### config.mk
export PLATFORM = sky130hd
export DESIGN_NAME = lab3_seq_ctrl_flat
export DESIGN_NICKNAME = d
export VERILOG_FILES = /design/src/rtl/lab3_seq_ctrl_if.sv /design/src/rtl/lab3_seq_ctrl.sv /design/src/flat_wrapper.sv
export SDC_FILE = /design/constraint.sdc
export NUM_CORES = 1
export LEC_CHECK = 0
export ABC_CLOCK_PERIOD_IN_PS = 2000
export CORE_ASPECT_RATIO = 0.75
export CORE_MARGIN = 2
export CORE_UTILIZATION = 47
export CTS_CLUSTER_SIZE = 16
export DETAILED_ROUTE_END_ITERATION = 8
export GPL_TIMING_DRIVEN = 1
export HOLD_SLACK_MARGIN = 0.1
export PLACE_DENSITY = 0.82
export RECOVER_POWER = 100
export SLEW_MARGIN = 20
export SYNTH_ARGS = -nofsm -noshare
export SYNTH_HDL_FRONTEND = slang
export SYNTH_SLANG_ARGS = --single-unit
export TNS_END_PERCENT = 50
### constraint.sdc
create_clock -name CLK -period 2 [get_ports CLK]
set_input_delay 0.4 -clock CLK [delete_from_list [all_inputs] [get_ports CLK]]
set_output_delay 0.4 -clock CLK [all_outputs]
set_load 0.05 [all_outputs]
### src/rtl/lab3_seq_ctrl_if.sv
// Bundle of sweep-control, datapath and result signals for lab3_seq_ctrl.
// The slave modport is the controller's view; master is the host/datapath side.
interface lab3_seq_ctrl_if;
  logic       start;
  logic       abort;
  logic [2:0] start_code;
  logic [2:0] end_code;
  logic [3:0] dp_out;
  logic [2:0] dp_in;
  logic       res_valid;
  logic [2:0] res_code;
  logic [3:0] res_data;
  logic [6:0] sum;
  logic [3:0] n_res;
  logic       busy;
  logic       done;

  modport master (
    output start, abort, start_code, end_code, dp_out,
    input  dp_in, res_valid, res_code, res_data, sum, n_res, busy, done
  );

  modport slave (
    input  start, abort, start_code, end_code, dp_out,
    output dp_in, res_valid, res_code, res_data, sum, n_res, busy, done
  );
endinterface

### src/rtl/lab3_seq_ctrl.sv
// Code sweep controller: applies codes start..end (mod 8) to a combinational
// datapath, waits SETTLE_CYC cycles per code, then captures and accumulates dp_out.
module lab3_seq_ctrl #(
  parameter int unsigned SETTLE_CYC = 1
) (
  input logic            CLK,
  input logic            RST_N,
  lab3_seq_ctrl_if.slave bus
);

  typedef enum logic [1:0] {StIdle, StSettle, StCapture, StDone} state_e;

  localparam logic [3:0] SettleLast = 4'(SETTLE_CYC - 1);

  state_e     r_state;
  state_e     w_state_nxt;
  logic [2:0] r_dp_in;
  logic [2:0] r_end_code;
  logic [2:0] r_res_code;
  logic [3:0] r_res_data;
  logic [3:0] r_n_res;
  logic [3:0] r_wait;
  logic [6:0] r_sum;
  logic       r_res_valid;

  logic w_accept;
  logic w_capture;
  logic w_settled;
  logic w_last;

  assign w_accept  = (r_state == StIdle) & bus.start & ~bus.abort;
  // abort outranks capture
  assign w_capture = (r_state == StCapture) & ~bus.abort;
  assign w_settled = (r_wait == SettleLast);
  assign w_last    = (r_dp_in == r_end_code);

  // State register
  always_ff @(posedge CLK or negedge RST_N) begin
    if (!RST_N) begin
      r_state <= StIdle;
    end else begin
      r_state <= w_state_nxt;
    end
  end

  // Next-state logic
  always_comb begin
    w_state_nxt = r_state;
    unique case (r_state)
      StIdle: begin
        if (w_accept) w_state_nxt = StSettle;
      end
      StSettle: begin
        if (bus.abort)      w_state_nxt = StIdle;
        else if (w_settled) w_state_nxt = StCapture;
      end
      StCapture: begin
        if (bus.abort)   w_state_nxt = StIdle;
        else if (w_last) w_state_nxt = StDone;
        else             w_state_nxt = StSettle;
      end
      StDone:  w_state_nxt = StIdle;
      default: w_state_nxt = StIdle;
    endcase
  end

  // Datapath registers: code pointer, settle counter, result capture and accumulation
  always_ff @(posedge CLK or negedge RST_N) begin
    if (!RST_N) begin
      r_dp_in     <= 3'd0;
      r_end_code  <= 3'd0;
      r_res_code  <= 3'd0;
      r_res_data  <= 4'd0;
      r_n_res     <= 4'd0;
      r_wait      <= 4'd0;
      r_sum       <= 7'd0;
      r_res_valid <= 1'b0;
    end else begin
      r_res_valid <= 1'b0;
      if (w_accept) begin
        r_dp_in    <= bus.start_code;
        r_end_code <= bus.end_code;
        r_sum      <= 7'd0;
        r_n_res    <= 4'd0;
        r_wait     <= 4'd0;
      end else if ((r_state == StSettle) && !bus.abort) begin
        r_wait <= r_wait + 4'd1;
      end else if (w_capture) begin
        r_res_data  <= bus.dp_out;
        r_res_code  <= r_dp_in;
        r_res_valid <= 1'b1;
        r_sum       <= r_sum + {3'd0, bus.dp_out};
        r_n_res     <= r_n_res + 4'd1;
        if (!w_last) begin
          // 3-bit add wraps 7 -> 0 for free
          r_dp_in <= r_dp_in + 3'd1;
          r_wait  <= 4'd0;
        end
      end
    end
  end

  // Output decode
  always_comb begin
    bus.busy      = (r_state != StIdle);
    bus.done      = (r_state == StDone);
    bus.dp_in     = r_dp_in;
    bus.res_valid = r_res_valid;
    bus.res_code  = r_res_code;
    bus.res_data  = r_res_data;
    bus.sum       = r_sum;
    bus.n_res     = r_n_res;
  end

endmodule

### src/flat_wrapper.sv
// flat-port wrapper written by rule: the top's interface ports become plain ports
module lab3_seq_ctrl_flat 
#(
  parameter int unsigned SETTLE_CYC = 1
)
  (CLK, RST_N, bus_start, bus_abort, bus_start_code, bus_end_code, bus_dp_out, bus_dp_in, bus_res_valid, bus_res_code, bus_res_data, bus_sum, bus_n_res, bus_busy, bus_done);
  lab3_seq_ctrl_if bus_i ();
  input logic CLK;
  input logic RST_N;
  input wire logic [$bits(bus_i.start)-1:0] bus_start;
  input wire logic [$bits(bus_i.abort)-1:0] bus_abort;
  input wire logic [$bits(bus_i.start_code)-1:0] bus_start_code;
  input wire logic [$bits(bus_i.end_code)-1:0] bus_end_code;
  input wire logic [$bits(bus_i.dp_out)-1:0] bus_dp_out;
  output wire logic [$bits(bus_i.dp_in)-1:0] bus_dp_in;
  output wire logic [$bits(bus_i.res_valid)-1:0] bus_res_valid;
  output wire logic [$bits(bus_i.res_code)-1:0] bus_res_code;
  output wire logic [$bits(bus_i.res_data)-1:0] bus_res_data;
  output wire logic [$bits(bus_i.sum)-1:0] bus_sum;
  output wire logic [$bits(bus_i.n_res)-1:0] bus_n_res;
  output wire logic [$bits(bus_i.busy)-1:0] bus_busy;
  output wire logic [$bits(bus_i.done)-1:0] bus_done;
  assign bus_i.start = bus_start;
  assign bus_i.abort = bus_abort;
  assign bus_i.start_code = bus_start_code;
  assign bus_i.end_code = bus_end_code;
  assign bus_i.dp_out = bus_dp_out;
  assign bus_dp_in = bus_i.dp_in;
  assign bus_res_valid = bus_i.res_valid;
  assign bus_res_code = bus_i.res_code;
  assign bus_res_data = bus_i.res_data;
  assign bus_sum = bus_i.sum;
  assign bus_n_res = bus_i.n_res;
  assign bus_busy = bus_i.busy;
  assign bus_done = bus_i.done;
  lab3_seq_ctrl #(.SETTLE_CYC(SETTLE_CYC)) u_core (.CLK(CLK), .RST_N(RST_N), .bus(bus_i));
endmodule
* Word-level counts from Yosys, hierarchy flattened
Cells that the tools add are included.
** Storage, ports and cells
- Register bits :: 31
- Input port bits :: 14
- Output and inout bits :: 24
** Operators by class
- Add/sub/neg operators :: 4
- Equality and inequality tests :: 9
- Muxes and demuxes :: 23
- Bitwise logic cells :: 6
- Reduce and logical (&&, ||, !) cells :: 12
** Operators with widths (count)
- 4-bit two-way mux :: 7
- 7-bit two-way mux :: 3
- 3-bit two-way mux :: 4
- 2-bit two-way mux :: 5
- 4-bit by 1-bit adder with 4-bit output, second input constant :: 2
- 2-bit case mux with 4 select lines :: 1
- 7-bit by 4-bit adder with 7-bit output :: 1
- 2-bit by 1-bit inequality test with 1-bit output, second input constant :: 3
- 3-bit by 2-bit inequality test with 1-bit output, second input constant :: 2
- 2-bit AND reduction :: 3
- 3-bit AND reduction :: 2
- 2-bit == test, second input constant :: 2
- 4-bit logical NOT :: 1
- 2-bit nonzero test :: 2
- 3-bit by 1-bit adder with 3-bit output, second input constant :: 1
- 1-bit AND :: 3
- 3-bit == test :: 1
- 1-bit two-way mux :: 3
- 1-bit NOT :: 3
- 3-bit nonzero test :: 1
- 2-bit by 1-bit == test with 1-bit output, second input constant :: 1
- 2-bit logical NOT :: 1
- 1-bit logical AND :: 1
- 1-bit logical NOT :: 1

* Logic depth before layout (Yosys ltp)
- Word-level depth :: 5
- Depth in mapped cells :: 7
- Depth with buffers taken out :: 7

* Worst setup path before layout
No wires, ideal clock.
- Path type :: register -> register
- Start point :: register u_core.r_sum[0], in the netlist u_core.bus.sum[0]
- End point :: register u_core.r_sum[6], in the netlist u_core.bus.sum[6]
- Arrival :: 1.814 ns
- Path slack :: 0.038 ns
- Cell stages (with the launch flop) :: 8
- Path buffers :: 0
- Clock period less this slack :: 1.962 ns
- Cell sequence :: dfrtp_1 -> ha_1 -> inv_1 -> fa_1 -> nor2b_1 -> o21a_1 -> o2111ai_1 -> mux2i_1
** Between the ends
- Word-level cells in the longest chain between the ends :: 4
** Ends and longest elaborated chain
- from (decl) :: RTL line lab3_seq_ctrl.sv:23 : logic [6:0] r_sum;
- from (signal assigned) :: RTL line lab3_seq_ctrl.sv:92 : r_sum <= r_sum + {3'd0, bus.dp_out};
- 7-bit by 4-bit adder with 7-bit output :: RTL line lab3_seq_ctrl.sv:92
- 7-bit two-way mux :: RTL line lab3_seq_ctrl.sv:88 : end else if (w_capture) begin
- 7-bit two-way mux :: RTL line lab3_seq_ctrl.sv:86 : end else if ((r_state == StSettle) && !bus.abort) begin
- 7-bit two-way mux :: RTL line lab3_seq_ctrl.sv:80 : if (w_accept) begin
No other way between the ends. The select of a mux whose other input is x is not followed.
A chain may end at the register's enable or synchronous reset.

* Worst setup path in the final report
- Start point :: register u_core.r_dp_in[2], in the netlist u_core.bus.dp_in[2]
- End point :: output port bus_dp_in[2]
** RTL lines
- from (decl) :: RTL line lab3_seq_ctrl.sv:17 : logic [2:0] r_dp_in;
- from (signal assigned) :: RTL line lab3_seq_ctrl.sv:81 : r_dp_in <= bus.start_code;
- from (signal assigned) :: RTL line lab3_seq_ctrl.sv:96 : r_dp_in <= r_dp_in + 3'd1;
- to (decl) :: RTL line flat_wrapper.sv:15 : output wire logic [$bits(bus_i.dp_in)-1:0] bus_dp_in;
No word-level cell between the ends.

==> impl_metrics.py <==
metrics = {
    "status": {
        "status": "finished clean",
    },
    "hold_path": {
        "whs_path_depth": 2,
        "min_from": "u_core.bus.res_data[2]",
        "hp-class": "flip-flop to flip-flop",
        "hold-path-endpoint": "u_core.bus.res_data[2]",
    },
    "pwr": {
        "p_per_area_nw_per_um2": 1379,
        "switching_share": 0.4692,
        "p_sw_mw": 1.345,
        "pwr-share-comb": 0.484,
        "power.internal_mw": 1.521,
        "p_leak_nw": 0.9897,
        "sequentialPowerShare": 0.354,
        "peakVddDrop_mv": 0.5498,
        "clkPwrFrac": 0.163,
        "power_mw": 2.866,
    },
    "synthesis": {
        "synth_area_um2": 1598,
        "syn-mean-instance-area_um2": 9.863,
        "async_flop_share": 1.000,
        "synthCells": 162,
        "post_synth_num_cell_types": 42,
        "synth_edf_count": 0,
        "syn_nets": 185,
        "ys.flop_type": "dfrtp_1",
        "ys_ff_latch": 31,
        "seq_area_frac_synth": 0.4855,
        "ys_warn_count": 0,
    },
    "timing": {
        "max-slew-margin-rel": 0.4917,
        "finalCriticalPeriod_ps": 1956,
        "tightest_slew_ps": 762.4,
        "final-max-slew-violation-count": 0,
        "fmax_ghz": 0.5112,
        "finalHoldViolCount": 0,
        "fin_setup_tns_ps": 0,
        "setup_viol_count_final": 0,
        "finClkSkew_ps": 3.187,
        "timing.final.crit_share": 0.9781,
        "rsz0062_at_grt": "false",
    },
    "setup_path": {
        "path_buf_inv": 1,
        "r2r_setup_slack_ps": 150,
        "path_class": "flip-flop to output port",
        "startpoint_type": "flip-flop",
        "r2r-start": "u_core.r_state[0]",
        "rr_endpoint": "u_core.r_wait[3]",
        "path_cells": "clkdlybuf4s50_1",
        "cp_max_fo": 5,
        "worstSetupPathDepth": 1,
        "crit_start": "u_core.bus.dp_in[2]",
        "cp_top_family": "buffers and inverters",
        "slowest_delay_ps": 850,
        "crit_required_ps": 1600,
        "rr_worst_depth": 6,
        "critPathSlowestCell": "clkdlybuf4s50_1",
        "critPathCaptureType": "output port",
        "worstPathArrival_ps": 1560,
    },
    "clock_tree": {
        "path_clk_slew_ps": 60,
        "post_cts_buffers": 0,
        "ctsHtreeMaxLevel": 2,
        "cts_resized": 0,
        "cts_root_buffer": "clkbuf_8",
        "cts_tree": "built",
        "cts.hold.buffers_added": 0,
        "cts_sinks": 31,
        "cts_made_buffers": 5,
        "cts_buffer_depth": 2,
        "clk_latency_ps": 270,
    },
    "finish": {
        "area_delta_synth_final_pct": 30.07,
        "antenna_cells": 0,
        "fin_nets": 233,
        "post-route-cell-area_um2": 2078,
        "fin_util": 0.6364,
        "drive_gt1_frac": 0.09005,
        "fill_cells": 270,
    },
    "global_route": {
        "first_global_vias": 1286,
        "grt_max_degree": 32,
        "grt_pass1_wl_mm": 5.789,
        "grt_antenna_before_repair": 0,
        "grt.total_usage": 0.1953,
        "gr-total-overflow": 0,
    },
    "drt": {
        "postRouteAntennaNets": 0,
        "routed_wl_mm": 3.555,
        "dr_total_vias": 1322,
        "via_per_inst": 5.267,
        "drt_iter0_drc": 52,
        "drc": 0,
        "dr.pass1.iters": 4,
        "wl_per_cell_um": 14.16,
    },
    "place": {
        "port-buffer-count": 37,
        "dpl.hpwl_mm": 2.609,
        "gp_congestion": 0.8545,
        "placed_area_um2": 2054,
    },
    "floorplanning": {
        "die_x_um": 71.33,
        "dieArea_um2": 3887,
        "core-area_um2": 3266,
        "start_util": 0.4893,
        "rows": 18,
        "ios": 38,
        "die_y_um": 54.50,
    },
    "flow_run": {
        "cap_violations": 0,
    },
}
cell usage after synthesis, drive strengths merged (2+ instances only):
master,instances,area share
xor2,7,0.038
a22o,4,0.022
a21oi,7,0.022
nor3,2,0.0063
inv,8,0.019
ha,8,0.063
nand4,2,0.0078
nand3,2,0.0063
nor2,8,0.019
buf,4,0.022
o21bai,2,0.0094
nand2,37,0.087
mux2i,3,0.019
o21ai,11,0.034
clkbuf,3,0.0070
dfrtp,31,0.49
kinds of logic (layout without fill, tap and decap cells):
family,count (synthesis),in the layout,synth area share
mux,3,3,0.01879
buf+inv,16,65,0.05795
compound gates,33,33,0.1417
simple gates,62,62,0.1770
fa+ha+maj,9,9,0.07518
flops,31,31,0.4855
xor+xnor,8,8,0.04385
power groups by stage:
stage	combinational [mW]	sequential (mW)	clock [mW]
2_1_floorplan	0.522	1.49	0
3_3_place_gp	1.43	1.01	0
3_5_place_dp	1.48	1.03	0
4_1_cts	1.49	1.02	0.476
5_1_grt	1.50	1.04	0.502
6_report	1.39	1.01	0.466
flip-flops by register name, summed over array words and instances, names as in the netlist:
register	flops
u_core.bus.sum	7
u_core.bus.dp_in	3
u_core.bus.n_res	4
u_core.r_end_code	3
u_core.bus.res_valid	1
u_core.bus.res_data	4
u_core.bus.res_code	3
u_core.r_wait	4
u_core.r_state	2
per-stage QoR:
| step | setup slack (ps) | hold slack (ps) | cells |
|---|---|---|---|
| 2_1_floorplan | 38.38 | 104.4 | 162 |
| 3_3_place_gp | -159.7 | 456.3 | 243 |
| 3_5_place_dp | -204.5 | 466.4 | 243 |
| 4_1_cts | 43.38 | 483.2 | 251 |
| 5_1_grt | 8.361 | 491.0 | 251 |
| 6_report | 43.79 | 470.6 | 251 |
metal layers:
metal,wire (um),share of wire,vias to the layer above,global-route usage
met5,0,0,-,0
met1,1667,0.47,646,0.2506
met4,19,0.0053,0,0.03774
met3,92,0.026,2,0.04420
li1,-,-,648,-
met2,1775,0.50,26,0.3472
how the worst max path moves through the flow:
stage	end	slack (ps)
final	bus_dp_in[2]	40
after global routing	bus_dp_in[2]	8
after CTS	bus_dp_in[2]	40
after detailed placement	u_core.bus.sum[6]	-200
after global placement	u_core.bus.sum[6]	-160
after floorplan	u_core.bus.sum[6]	40
area by class of cell:
cell class | instances | area, um^2 | area share
sequential | 31 | 775.7 | 0.3733
inverter | 9 | 35.03 | 0.01686
clock buffer | 5 | 68.82 | 0.03311
clock inverter | 3 | 15.01 | 0.007225
multi-input combinational | 115 | 718.2 | 0.3456
tap | 40 | 50.05 | 0.02408
timing repair buffer | 48 | 415.4 | 0.1999
cells in the final DEF, fill, tap and decap left out, types with 2 or more instances in the layout:
cell             instances
clkdlybuf4s50_1         20
ha_1                     8
o21ai_0                  8
clkbuf_1                 8
nor2_1                   8
o21ai_1                  3
inv_1                    8
dlygate4sd3_1           12
o21bai_1                 2
a21oi_1                  7
nand2_1                 37
clkbuf_8                 5
nand4_1                  2
clkinv_2                 3
mux2i_1                  3
buf_4                    3
nor3_1                   2
a22o_1                   4
xor2_1                   7
clkbuf_2                 3
nand3_1                  2
dfrtp_1                 31
Power figures use the tool's default switching activity.
